--- src/rtl/jk_drive_sequencer.sv ---
// Command sequencer for a downstream JK flip-flop: buffers {op,count} commands
// in a FIFO, replays each op on registered J/K and keeps a shadow Q model.
module jk_drive_sequencer #(
   parameter int unsigned DEPTH = 4,
   parameter int unsigned CNT_W = 4
) (
   input  logic                   clockPulse,
   input  logic                   reset,
   input  logic                   cmd_valid,
   output logic                   cmd_ready,
   input  logic [1:0]             cmd_op,
   input  logic [CNT_W-1:0]       cmd_count,
   output logic                   J,
   output logic                   K,
   output logic                   busy,
   output logic                   Q_model,
   output logic [$clog2(DEPTH):0] fifo_level
);

   localparam int unsigned PTR_W = $clog2(DEPTH);
   localparam int unsigned LVL_W = PTR_W + 1;

   typedef enum logic {IDLE, APPLY} state_t;

   state_t           state_q, state_d;
   logic [1:0]       op_mem  [DEPTH];
   logic [CNT_W-1:0] cnt_mem [DEPTH];
   logic [PTR_W-1:0] wr_ptr_q, wr_ptr_d;
   logic [PTR_W-1:0] rd_ptr_q, rd_ptr_d;
   logic [LVL_W-1:0] level_q, level_d;
   logic [CNT_W-1:0] rem_q, rem_d;
   logic             j_q, j_d, k_q, k_d;
   logic             busy_q, busy_d;
   logic             qm_q, qm_d;
   logic             push, pop, advance;
   logic [1:0]       head_op;
   logic [CNT_W-1:0] head_cnt;

   assign cmd_ready = !reset && (level_q < LVL_W'(DEPTH));
   assign push      = cmd_valid && cmd_ready;
   assign head_op   = op_mem[rd_ptr_q];
   assign head_cnt  = cnt_mem[rd_ptr_q];

   // Command storage; contents are don't-care until written, so no reset.
   always_ff @(posedge clockPulse) begin
      if (push) begin
         op_mem[wr_ptr_q]  <= cmd_op;
         cnt_mem[wr_ptr_q] <= cmd_count;
      end
   end

   // Next-state: count down the active op, then pop the next or fall to idle.
   always_comb begin
      state_d = state_q;
      rem_d   = rem_q;
      j_d     = j_q;
      k_d     = k_q;
      busy_d  = busy_q;
      pop     = 1'b0;
      advance = 1'b0;
      case (state_q)
         IDLE:  advance = 1'b1;
         APPLY: begin
            if (rem_q > CNT_W'(1)) rem_d = rem_q - CNT_W'(1);
            else                   advance = 1'b1;
         end
      endcase
      if (advance) begin
         if (level_q != '0) begin
            pop        = 1'b1;
            state_d    = APPLY;
            {j_d, k_d} = head_op;
            rem_d      = (head_cnt == '0) ? CNT_W'(1) : head_cnt;
            busy_d     = 1'b1;
         end else begin
            state_d = IDLE;
            j_d     = 1'b0;
            k_d     = 1'b0;
            rem_d   = '0;
            busy_d  = 1'b0;
         end
      end
   end

   // Shadow of the downstream flop, driven by the same registered J/K.
   always_comb begin
      qm_d = qm_q;
      case ({j_q, k_q})
         2'b01:   qm_d = 1'b0;
         2'b10:   qm_d = 1'b1;
         2'b11:   qm_d = ~qm_q;
         default: qm_d = qm_q;
      endcase
   end

   always_comb begin
      wr_ptr_d = push ? wr_ptr_q + PTR_W'(1) : wr_ptr_q;
      rd_ptr_d = pop  ? rd_ptr_q + PTR_W'(1) : rd_ptr_q;
      level_d  = level_q + LVL_W'(push) - LVL_W'(pop);
   end

   always_ff @(posedge clockPulse) begin
      if (reset) begin
         state_q  <= IDLE;
         wr_ptr_q <= '0;
         rd_ptr_q <= '0;
         level_q  <= '0;
         rem_q    <= '0;
         j_q      <= 1'b0;
         k_q      <= 1'b0;
         busy_q   <= 1'b0;
         qm_q     <= 1'b0;
      end else begin
         state_q  <= state_d;
         wr_ptr_q <= wr_ptr_d;
         rd_ptr_q <= rd_ptr_d;
         level_q  <= level_d;
         rem_q    <= rem_d;
         j_q      <= j_d;
         k_q      <= k_d;
         busy_q   <= busy_d;
         qm_q     <= qm_d;
      end
   end

   assign J          = j_q;
   assign K          = k_q;
   assign busy       = busy_q;
   assign Q_model    = qm_q;
   assign fifo_level = level_q;

endmodule

--- config.mk ---
export PLATFORM = sky130hd
export DESIGN_NAME = jk_drive_sequencer
export DESIGN_NICKNAME = d
export VERILOG_FILES = /design/src/rtl/jk_drive_sequencer.sv
export SDC_FILE = /design/constraint.sdc
export NUM_CORES = 1
export LEC_CHECK = 0
export CORE_MARGIN = 2
export CORE_UTILIZATION = 40
export DETAILED_ROUTE_END_ITERATION = 16
export GPL_TIMING_DRIVEN = 0
export SYNTH_ARGS = -nofsm -noshare
export SYNTH_HDL_FRONTEND = slang
export SYNTH_SLANG_ARGS = --single-unit
--- constraint.sdc ---
create_clock -name clockPulse -period 2.24 [get_ports clockPulse]
set_input_delay 0.448 -clock clockPulse [delete_from_list [all_inputs] [get_ports clockPulse]]
set_output_delay 0.448 -clock clockPulse [all_outputs]
set_load 0.05 [all_outputs]
# Word-level counts from Yosys, hierarchy flattened
# Memories as Yosys holds them, arrays and structs flattened. A register that Yosys moved wholly into a read port is not among the register bits.
# Cells that the tools add are included.
dict set report word_totals {
  register_bits 15
  ram_bits 24
  out_inout_bits 8
  elab_cells 49
  n_memories 2
}
# name words width read_ports rd_ports_with_merged_regs wr line
set memory_table {}
lappend memory_table {cnt_mem 4 4 1 1 1 27} ;# logic [CNT_W-1:0] cnt_mem [DEPTH];
lappend memory_table {op_mem 4 2 1 1 1 26} ;# logic [1:0] op_mem [DEPTH];
dict set report op_classes {
  addsub 5
  order_cmp 2
  n_eq_ne 3
  muxes 18
  bitwise_logic 2
  n_reduce_logical 9
}
# op n
set op_table {}
lappend op_table {{$mux 4} 5}
lappend op_table {{$mux 2} 4}
lappend op_table {{$mux 1} 7}
lappend op_table {{$reduce_bool 3->1} 2}
lappend op_table {{$add 2x1->2 const B} 2}
lappend op_table {{$eq 2x2->1 const B} 2}
lappend op_table {{$gt 4x1->1 const B} 1}
lappend op_table {{$logic_not 4->1} 1}
lappend op_table {{$reduce_bool 2->1} 2}
lappend op_table {{$sub 4x1->4 const B} 1}
lappend op_table {{$add 3x1->3} 1}
lappend op_table {{$lt 3x3->1 const B} 1}
lappend op_table {{$pmux 1 s3} 1}
lappend op_table {{$sub 3x1->3} 1}
lappend op_table {{$eq 2x1->1 const B} 1}
lappend op_table {{$logic_and 1x1->1} 2}
lappend op_table {{$not 1->1} 2}
lappend op_table {{$pmux 1 s2} 1}
lappend op_table {{$reduce_and 2->1} 1}
lappend op_table {{$logic_not 1->1} 1}

# Longest topological paths before layout
# Gate-level depths: netlist of run 1.
dict set report logic_depth {
  ltp_word 6
  depth_mapped 14
}

# Least setup slack after synthesis of run 1
# Ideal clock, no wire load.
dict set report synth_path {
  kind {input port to flip-flop}
  from {input reset}
  to {register level_q[2] (netlist: fifo_level[2])}
  t_arrival_ns 2.921
  t_required_ns 2.112
  slack_ns -0.809
  stages 12
  n_path_buf 1
  path_cell_list {clkbuf_1 -> nor2_1 -> and2_1 -> inv_1 -> ha_1 -> inv_1 -> ha_1 -> inv_1 -> fa_1 -> xor2_1 -> xnor2_1 -> nor2_1}
}
dict set report synth_between {
  elab_chain_len 5
}
# element line
set synth_lines {}
lappend synth_lines {{from (decl)} 8} ;# input logic reset,
lappend synth_lines {{$logic_not 1->1} 39} ;# assign cmd_ready = !reset && (level_q < LVL_W'(DEPTH));
lappend synth_lines {{$logic_and 1x1->1} 39}
lappend synth_lines {{net cmd_ready} 10} ;# output logic cmd_ready,
lappend synth_lines {{$logic_and 1x1->1} 40} ;# assign push = cmd_valid && cmd_ready;
lappend synth_lines {{$add 3x1->3} 99} ;# level_d = level_q + LVL_W'(push) - LVL_W'(pop);
lappend synth_lines {{$sub 3x1->3} 99}
lappend synth_lines {{to (signal assigned)} 117} ;# level_q <= level_d;
lappend synth_lines {{to (decl)} 30} ;# logic [LVL_W-1:0] level_q, level_d;
# The timed path passes the listed nets, and every way through them passes these cells.
# A chain may end at the register's enable or synchronous reset.

# Final worst setup path of run 1
dict set report layout_path {
  from {register rem_q[0]}
  to {register level_q[2] (netlist: fifo_level[2])}
}
dict set report layout_between {
  elab_chain_len 5
}
# element line
set layout_lines {}
lappend layout_lines {{from (decl)} 31} ;# logic [CNT_W-1:0] rem_q, rem_d;
lappend layout_lines {{from (signal assigned)} 118} ;# rem_q <= rem_d;
lappend layout_lines {{$gt 4x1->1} 64} ;# if (rem_q > CNT_W'(1)) rem_d = rem_q - CNT_W'(1);
lappend layout_lines {{$mux 1} 64}
lappend layout_lines {{$pmux 1 s2} 61} ;# case (state_q)
lappend layout_lines {{$mux 1} 68} ;# if (advance) begin
lappend layout_lines {{net pop} 35} ;# logic push, pop, advance;
lappend layout_lines {{$sub 3x1->3} 99}
# The timed path passes the listed nets, and every way through them passes these cells.

==> results of run 1 <==
## logic make-up after synthesis
family	share of synthesized area
flops	0.628
simple gates	0.0956
compound gates	0.0548
buf+inv	0.0385
fa+ha+maj	0.0711
mux	0.0859
xor+xnor	0.0259
## registers in the layout (all words and copies together), names as in the netlist, 2 cells and up, named ones only
name        count
op_mem          8
rd_ptr_q        2
fifo_level      3
wr_ptr_q        2
rem_q           4
cnt_mem        16
## area by class of cell
| cell class | instances | area, sq um | area share |
|---|---|---|---|
| flip-flops and latches | 41 | 1070 | 0.502 |
| multi-input cells | 69 | 648 | 0.305 |
| repair buffers | 17 | 165 | 0.0777 |
| clock buffers | 5 | 68.8 | 0.0324 |
| well taps | 50 | 62.6 | 0.0294 |
| plain buffers | 5 | 48.8 | 0.0230 |
| inverters | 10 | 42.5 | 0.0200 |
| clock inverters | 3 | 22.5 | 0.0106 |
## synth_stat cells (all sizes together), types with 2 or more instances
cell	count	area share
buf	3	0.012
xnor2	2	0.010
nor2	8	0.018
clkbuf	2	0.0044
nor3	2	0.0059
mux4	6	0.080
and3	4	0.015
dfxtp	17	0.20
o31ai	3	0.016
ha	8	0.059
xor2	3	0.016
nand2	6	0.013
a21oi	9	0.027
edfxtp	24	0.43
nand3	7	0.021
inv	10	0.022
## per-stage QoR
| stage | cell area [sq um] | hold WS (ns) | TNS [ns] | power, mW | instances |
|---|---|---|---|---|---|
| 5_1_grt | 2120 | 0.359 | -0.189 | 3.00 | 200 |
| 4_1_cts | 2110 | 0.353 | -0.0580 | 2.79 | 200 |
| 3_3_place_gp | 1960 | 0.459 | -0.367 | 2.17 | 190 |
| 6_report | 2120 | 0.359 | -0.0712 | 2.80 | 200 |
| 2_1_floorplan | 1750 | 0.455 | -0.201 | 1.93 | 125 |
| 3_5_place_dp | 1960 | 0.477 | -0.431 | 2.20 | 190 |
## worst max-delay path, stage by stage (launching register included)
cell     delay (ns)
dfxtp_4        0.37
inv_4          0.06
ha_4           0.12
nor2_2         0.04
o31a_1         0.24
buf_6          0.13
nor2_4         0.10
ha_4           0.21
inv_2          0.05
ha_4           0.11
inv_2          0.03
fa_2           0.35
xor2_2         0.16
xnor2_1        0.16
nor2_1         0.05
## metal layers
layer / up-vias / global-route usage / wire length [um]
met2: 14 / 0.236 / 1440
li1: 495 / - / -
met1: 501 / 0.193 / 1360
met5: - / 0 / 0
met4: 0 / 0.0441 / 17
met3: 2 / 0.0390 / 85
## worst paths after layout
path,startpoint,end,slack [ns],depth (start not counted)
setup / recovery,rem_q[0]$_SDFFE_PP0P_,fifo_level[2]$_SDFF_PP0_,-0.07,14
setup reg to reg,rem_q[0]$_SDFFE_PP0P_,fifo_level[2]$_SDFF_PP0_,-0.07,14
hold reg to reg,J$_SDFFE_PP0N_,J$_SDFFE_PP0N_,0.49,2
hold / removal,reset,rem_q[0]$_SDFFE_PP0P_,0.36,2
## power groups by stage
stage                     combinational, mW  sequential (mW)  clock, mW
final                                  1.24             1.09      0.472
after global routing                   1.36             1.12      0.521
after CTS                              1.22             1.08      0.487
after detailed placement               1.12             1.08          0
after global placement                 1.10             1.07          0
after floorplan                       0.708             1.22          0
## timing repair
action	CTS	global route
pin swaps	5	1
hold endpoints to repair	0	0
buffers inserted	2	0
resized for setup	12	4
endpoints found under the setup margin	2	1
## layout by cell type, fill, tap and decap left out, drive strengths merged
cell	n
a21oi	9
a31oi	1
and2	1
and3	4
buf	5
clkbuf	7
clkdlybuf4s50	15
clkinv	3
dfxtp	17
edfxtp	24
fa	1
ha	8
inv	10
mux2i	1
mux4	6
nand2	6
nand2b	1
nand3	7
nand4	1
nor2	8
nor2b	1
nor3	2
o21ai	1
o31a	1
o31ai	3
or3	1
or4	1
xnor2	2
xor2	3
==> results.cfg, run 1 <==
[floorplanning]
die_x_um = 69.0
fp.dieArea_sq_mm = 0.00476
fp.dieH_um = 69.0
initial_core_util = 0.419
ios = 17
rows = 23
core_sq_mm = 0.00403

[sta]
fmax_mhz = 433
hold_viol_final = 0
rsz0062_at_grt = true
slew_violations = 0
finalSetupViolCount = 1
max_slew_margin = 0.576
worst_slew_pin_slew_ns = 0.632
fin_skew_ns = 0.00989
fin_crit_ns = 2.31
worst_slack_ns = -0.0712
fin_crit_sh = 1.03

[grt]
grt_pass1_wl_mm = 4.83
grt_overflow = 0
grt_max_degree = 15
grt_antenna_before_repair = 0
grtUsageTotal = 0.146
grt_pass1_vias = 972

[layout]
final_util = 0.527
antenna_cells = 0
final_nets = 167
drive_gt1_frac = 0.253
area.growth.synth_to_final_pct = 25.8
fill_cells = 351

[status]
run_status = finished, violations left
violations = negative setup slack

[route]
drt_iter0_markers = 42
drc = 0
wirelength_mm = 2.90
routed_via_density = 5.06
final_antenna_net_count = 0
wl_per_cell_um = 14.5
dr.pass1.iters = 4
num_vias = 1012

[clock_tree]
cts_buffers = 5
cts_max_level = 2
cts-root-buf = clkbuf_8
clk_pin_slew_worst_paths_ns = 0.08
clock_sinks = 41
clk_latency_ns = 0.29
cts_tree = done
cts_buffer_depth = 2
cts_hold_buf = 0

[place]
gp_congestion = 0.720
port_buffers = 15
hpwl_mm = 2.10
post-place-ws_ns = -0.305

[synth]
synth_area_sq_mm = 0.00169
async_flop_share = 0
netlist_instances = 125
ys_ff_latch = 41
ys_types = 30
synth_ff_type = edfxtp_1
synth-edff-count = 24
seq_area_frac_synth = 0.628
yosysWarnings = 0
syn_area_per_cell_sq_um = 13.5
synth_nets = 143

[power]
p_clk_frac = 0.169
p_int_mw = 1.74
p_sw_mw = 1.06
vdd_drop_max_mv = 0.456
pwr_density_cell_mw_per_mm2 = 1320
power_frac_comb = 0.441
switching_share = 0.380
p_seq_frac = 0.390
p_leak_nw = 0.745

[worst_setup_path]
criticalPathCategory = flop to flop
worstSetupEndpointType = flop
critPathArrivalTime_ns = 2.47
crit_fanout = 3
critPathLaunchType = flop
required_ns = 2.40

[job]
max-cap-violations = 0

[worst_hold_path]
hp-class = input port to flop
Power figures use the tool's default switching activity.
==> run 2, diff against run 1 <==
--- a/config.mk
+++ b/config.mk
@@ -8,7 +8,6 @@
 export CORE_MARGIN = 2
 export CORE_UTILIZATION = 40
 export DETAILED_ROUTE_END_ITERATION = 16
-export GPL_TIMING_DRIVEN = 0
 export SYNTH_ARGS = -nofsm -noshare
 export SYNTH_HDL_FRONTEND = slang
 export SYNTH_SLANG_ARGS = --single-unit
==> results.cfg, run 2 (synthesized netlist as in run 1, its figures left out) <==
[status]
run_status = complete, no violations

[layout]
antenna_cells = 0
area.growth.synth_to_final_pct = 29.8
fill_cells = 334
final_common_cell = edfxtp_1
final_cell_mix = edfxtp_1 (24), dfxtp_1 (15), clkdlybuf4s50_1 (15)
reg_top3 = cnt_mem: 16 flops, op_mem: 8 flops, rem_q: 4 flops
final_area_sq_mm = 0.00219
largest_register = cnt_mem
final_nets = 174
largest_reg_flops = 16
drive_gt1_frac = 0.287

[grt]
grt_max_degree = 17
grt_pass1_vias = 1071
grtUsageTotal = 0.142
grt_overflow = 0
grt_pass1_wl_mm = 4.77
grt_antenna_before_repair = 0

[sta]
finalSetupViolCount = 0
max_slew_margin = 0.570
fin_crit_ns = 2.24
fin_skew_ns = 0.00796
hold-worst-slack_ns = 0.472
worst_slew_pin_slew_ns = 0.641
hold_viol_final = 0
worst_slack_ns = 0.000363
fin_crit_sh = 1.00
fmax_mhz = 447
rsz0062_at_grt = true
fin_setup_tns_ns = 0
slew_violations = 0

[worst_setup_path]
criticalPathCategory = flop to flop
regToRegEndpoint = fifo_level[2]$_SDFF_PP0_
rrSetupSlack_ns = 0.0004
critPathLaunchType = flop
required_ns = 2.42
r2r_cells = 13
critPathArrivalTime_ns = 2.42
r2r-start = rem_q[0]$_SDFFE_PP0P_
worstSetupEndpointType = flop
crit_fanout = 3

[floorplanning]
die_x_um = 69.0
core_sq_mm = 0.00403
initial_core_util = 0.419
ios = 17
fp.dieArea_sq_mm = 0.00476
fp.dieH_um = 69.0
rows = 23

[place]
post-place-ws_ns = -0.243
postPlaceCellArea_sq_mm = 0.00201
hpwl_mm = 2.16
gp_congestion = 0.744
port_buffers = 16

[route]
wirelength_mm = 2.89
drt_iter0_markers = 49
drc = 0
dr.pass1.iters = 4
wl_per_cell_um = 14.0
final_antenna_net_count = 0
routed_via_density = 4.96
num_vias = 1027

[worst_hold_path]
hold_path_startpoint = K$_SDFFE_PP0N_
hp-class = flop to flop
hold_path_depth = 2
hold-path-endpoint = K$_SDFFE_PP0N_

[power]
report.power.total_mw = 3.00
pwr_density_cell_mw_per_mm2 = 1370
vdd_drop_max_mv = 0.471
p_leak_nw = 0.788

[job]
max-cap-violations = 0

[clock_tree]
cts_buffer_depth = 2
cts_hold_buf = 0
cts_buffers = 5
clk_pin_slew_worst_paths_ns = 0.08
clock_sinks = 41
cts-root-buf = clkbuf_8
cts_tree = done
clk_latency_ns = 0.29
cts_max_level = 2
[run 2: changes by cell type in the layout (fill, tap and decap cells not counted), sizes merged]
cell	delta
clkbuf	-2
bufinv	+1
buf	+9
clkinv	-2
clkinvlp	+1
[run 2: how the worst max path moves through the flow]
| stage | startpoint | depth (start not counted) | to | slack (ns) |
|---|---|---|---|---|
| after floorplan | reset | 12 | fifo_level[2]$_SDFF_PP0_ | -0.19 |
| after global placement | reset | 12 | fifo_level[2]$_SDFF_PP0_ | -0.18 |
| after detailed placement | reset | 12 | fifo_level[2]$_SDFF_PP0_ | -0.24 |
| after CTS | rem_q[1]$_SDFFE_PP0P_ | 13 | fifo_level[2]$_SDFF_PP0_ | -0.05 |
| after global routing | rem_q[0]$_SDFFE_PP0P_ | 13 | fifo_level[2]$_SDFF_PP0_ | -0.13 |
| final | rem_q[0]$_SDFFE_PP0P_ | 13 | fifo_level[2]$_SDFF_PP0_ | 0.0004 |
[run 2: layout make-up]
cell class | instances | area, sq um | share of cell area
Timing Repair Buffer | 29 | 268 | 0.122
Clock inverter | 3 | 46.3 | 0.0211
Inverter | 10 | 45.0 | 0.0205
Sequential cell | 41 | 1070 | 0.486
Multi-Input combinational cell | 69 | 636 | 0.290
Clock buffer | 5 | 68.8 | 0.0314
Tap cell | 50 | 62.6 | 0.0285
[run 2: layer usage]
layer / vias up / track usage / routed length, um
met1: 498 / 0.157 / 1250
met3: 2 / 0.0438 / 94
met2: 18 / 0.261 / 1520
met4: 0 / 0.0441 / 27
met5: - / 0 / 0
li1: 509 / - / -
[run 2: repair_timing]
item                       4_1_cts  5_1_grt
pin swaps                        8        3
resized for setup               14        1
setup buffers                    3        0
setup endpoints to repair        2        1
[run 2: critical path, stage by stage, from the launching register on]
cell and delay, ns:
dfxtp_4 0.37, inv_4 0.06, ha_4 0.13, nor2_4 0.03, o31a_1 0.27, nor2_2 0.17
ha_4 0.22, inv_4 0.05, ha_4 0.12, inv_2 0.03, fa_2 0.32, xor2_1 0.15
xnor2_1 0.16, nor2_1 0.05
[run 2: metrics by stage]
step            util  std cells
6_report       0.544        207
5_1_grt        0.544        207
4_1_cts        0.543        207
3_5_place_dp   0.498        196
3_3_place_gp   0.498        196
2_1_floorplan      -        125
[run 2: where the power goes]
| group | switching (mW) | leakage (nW) | total, mW | internal (mW) |
|---|---|---|---|---|
| logic | 0.658 | 0.375 | 1.31 | 0.647 |
| registers | 0.157 | 0.359 | 1.10 | 0.947 |
| clock network | 0.255 | 0.0543 | 0.588 | 0.333 |
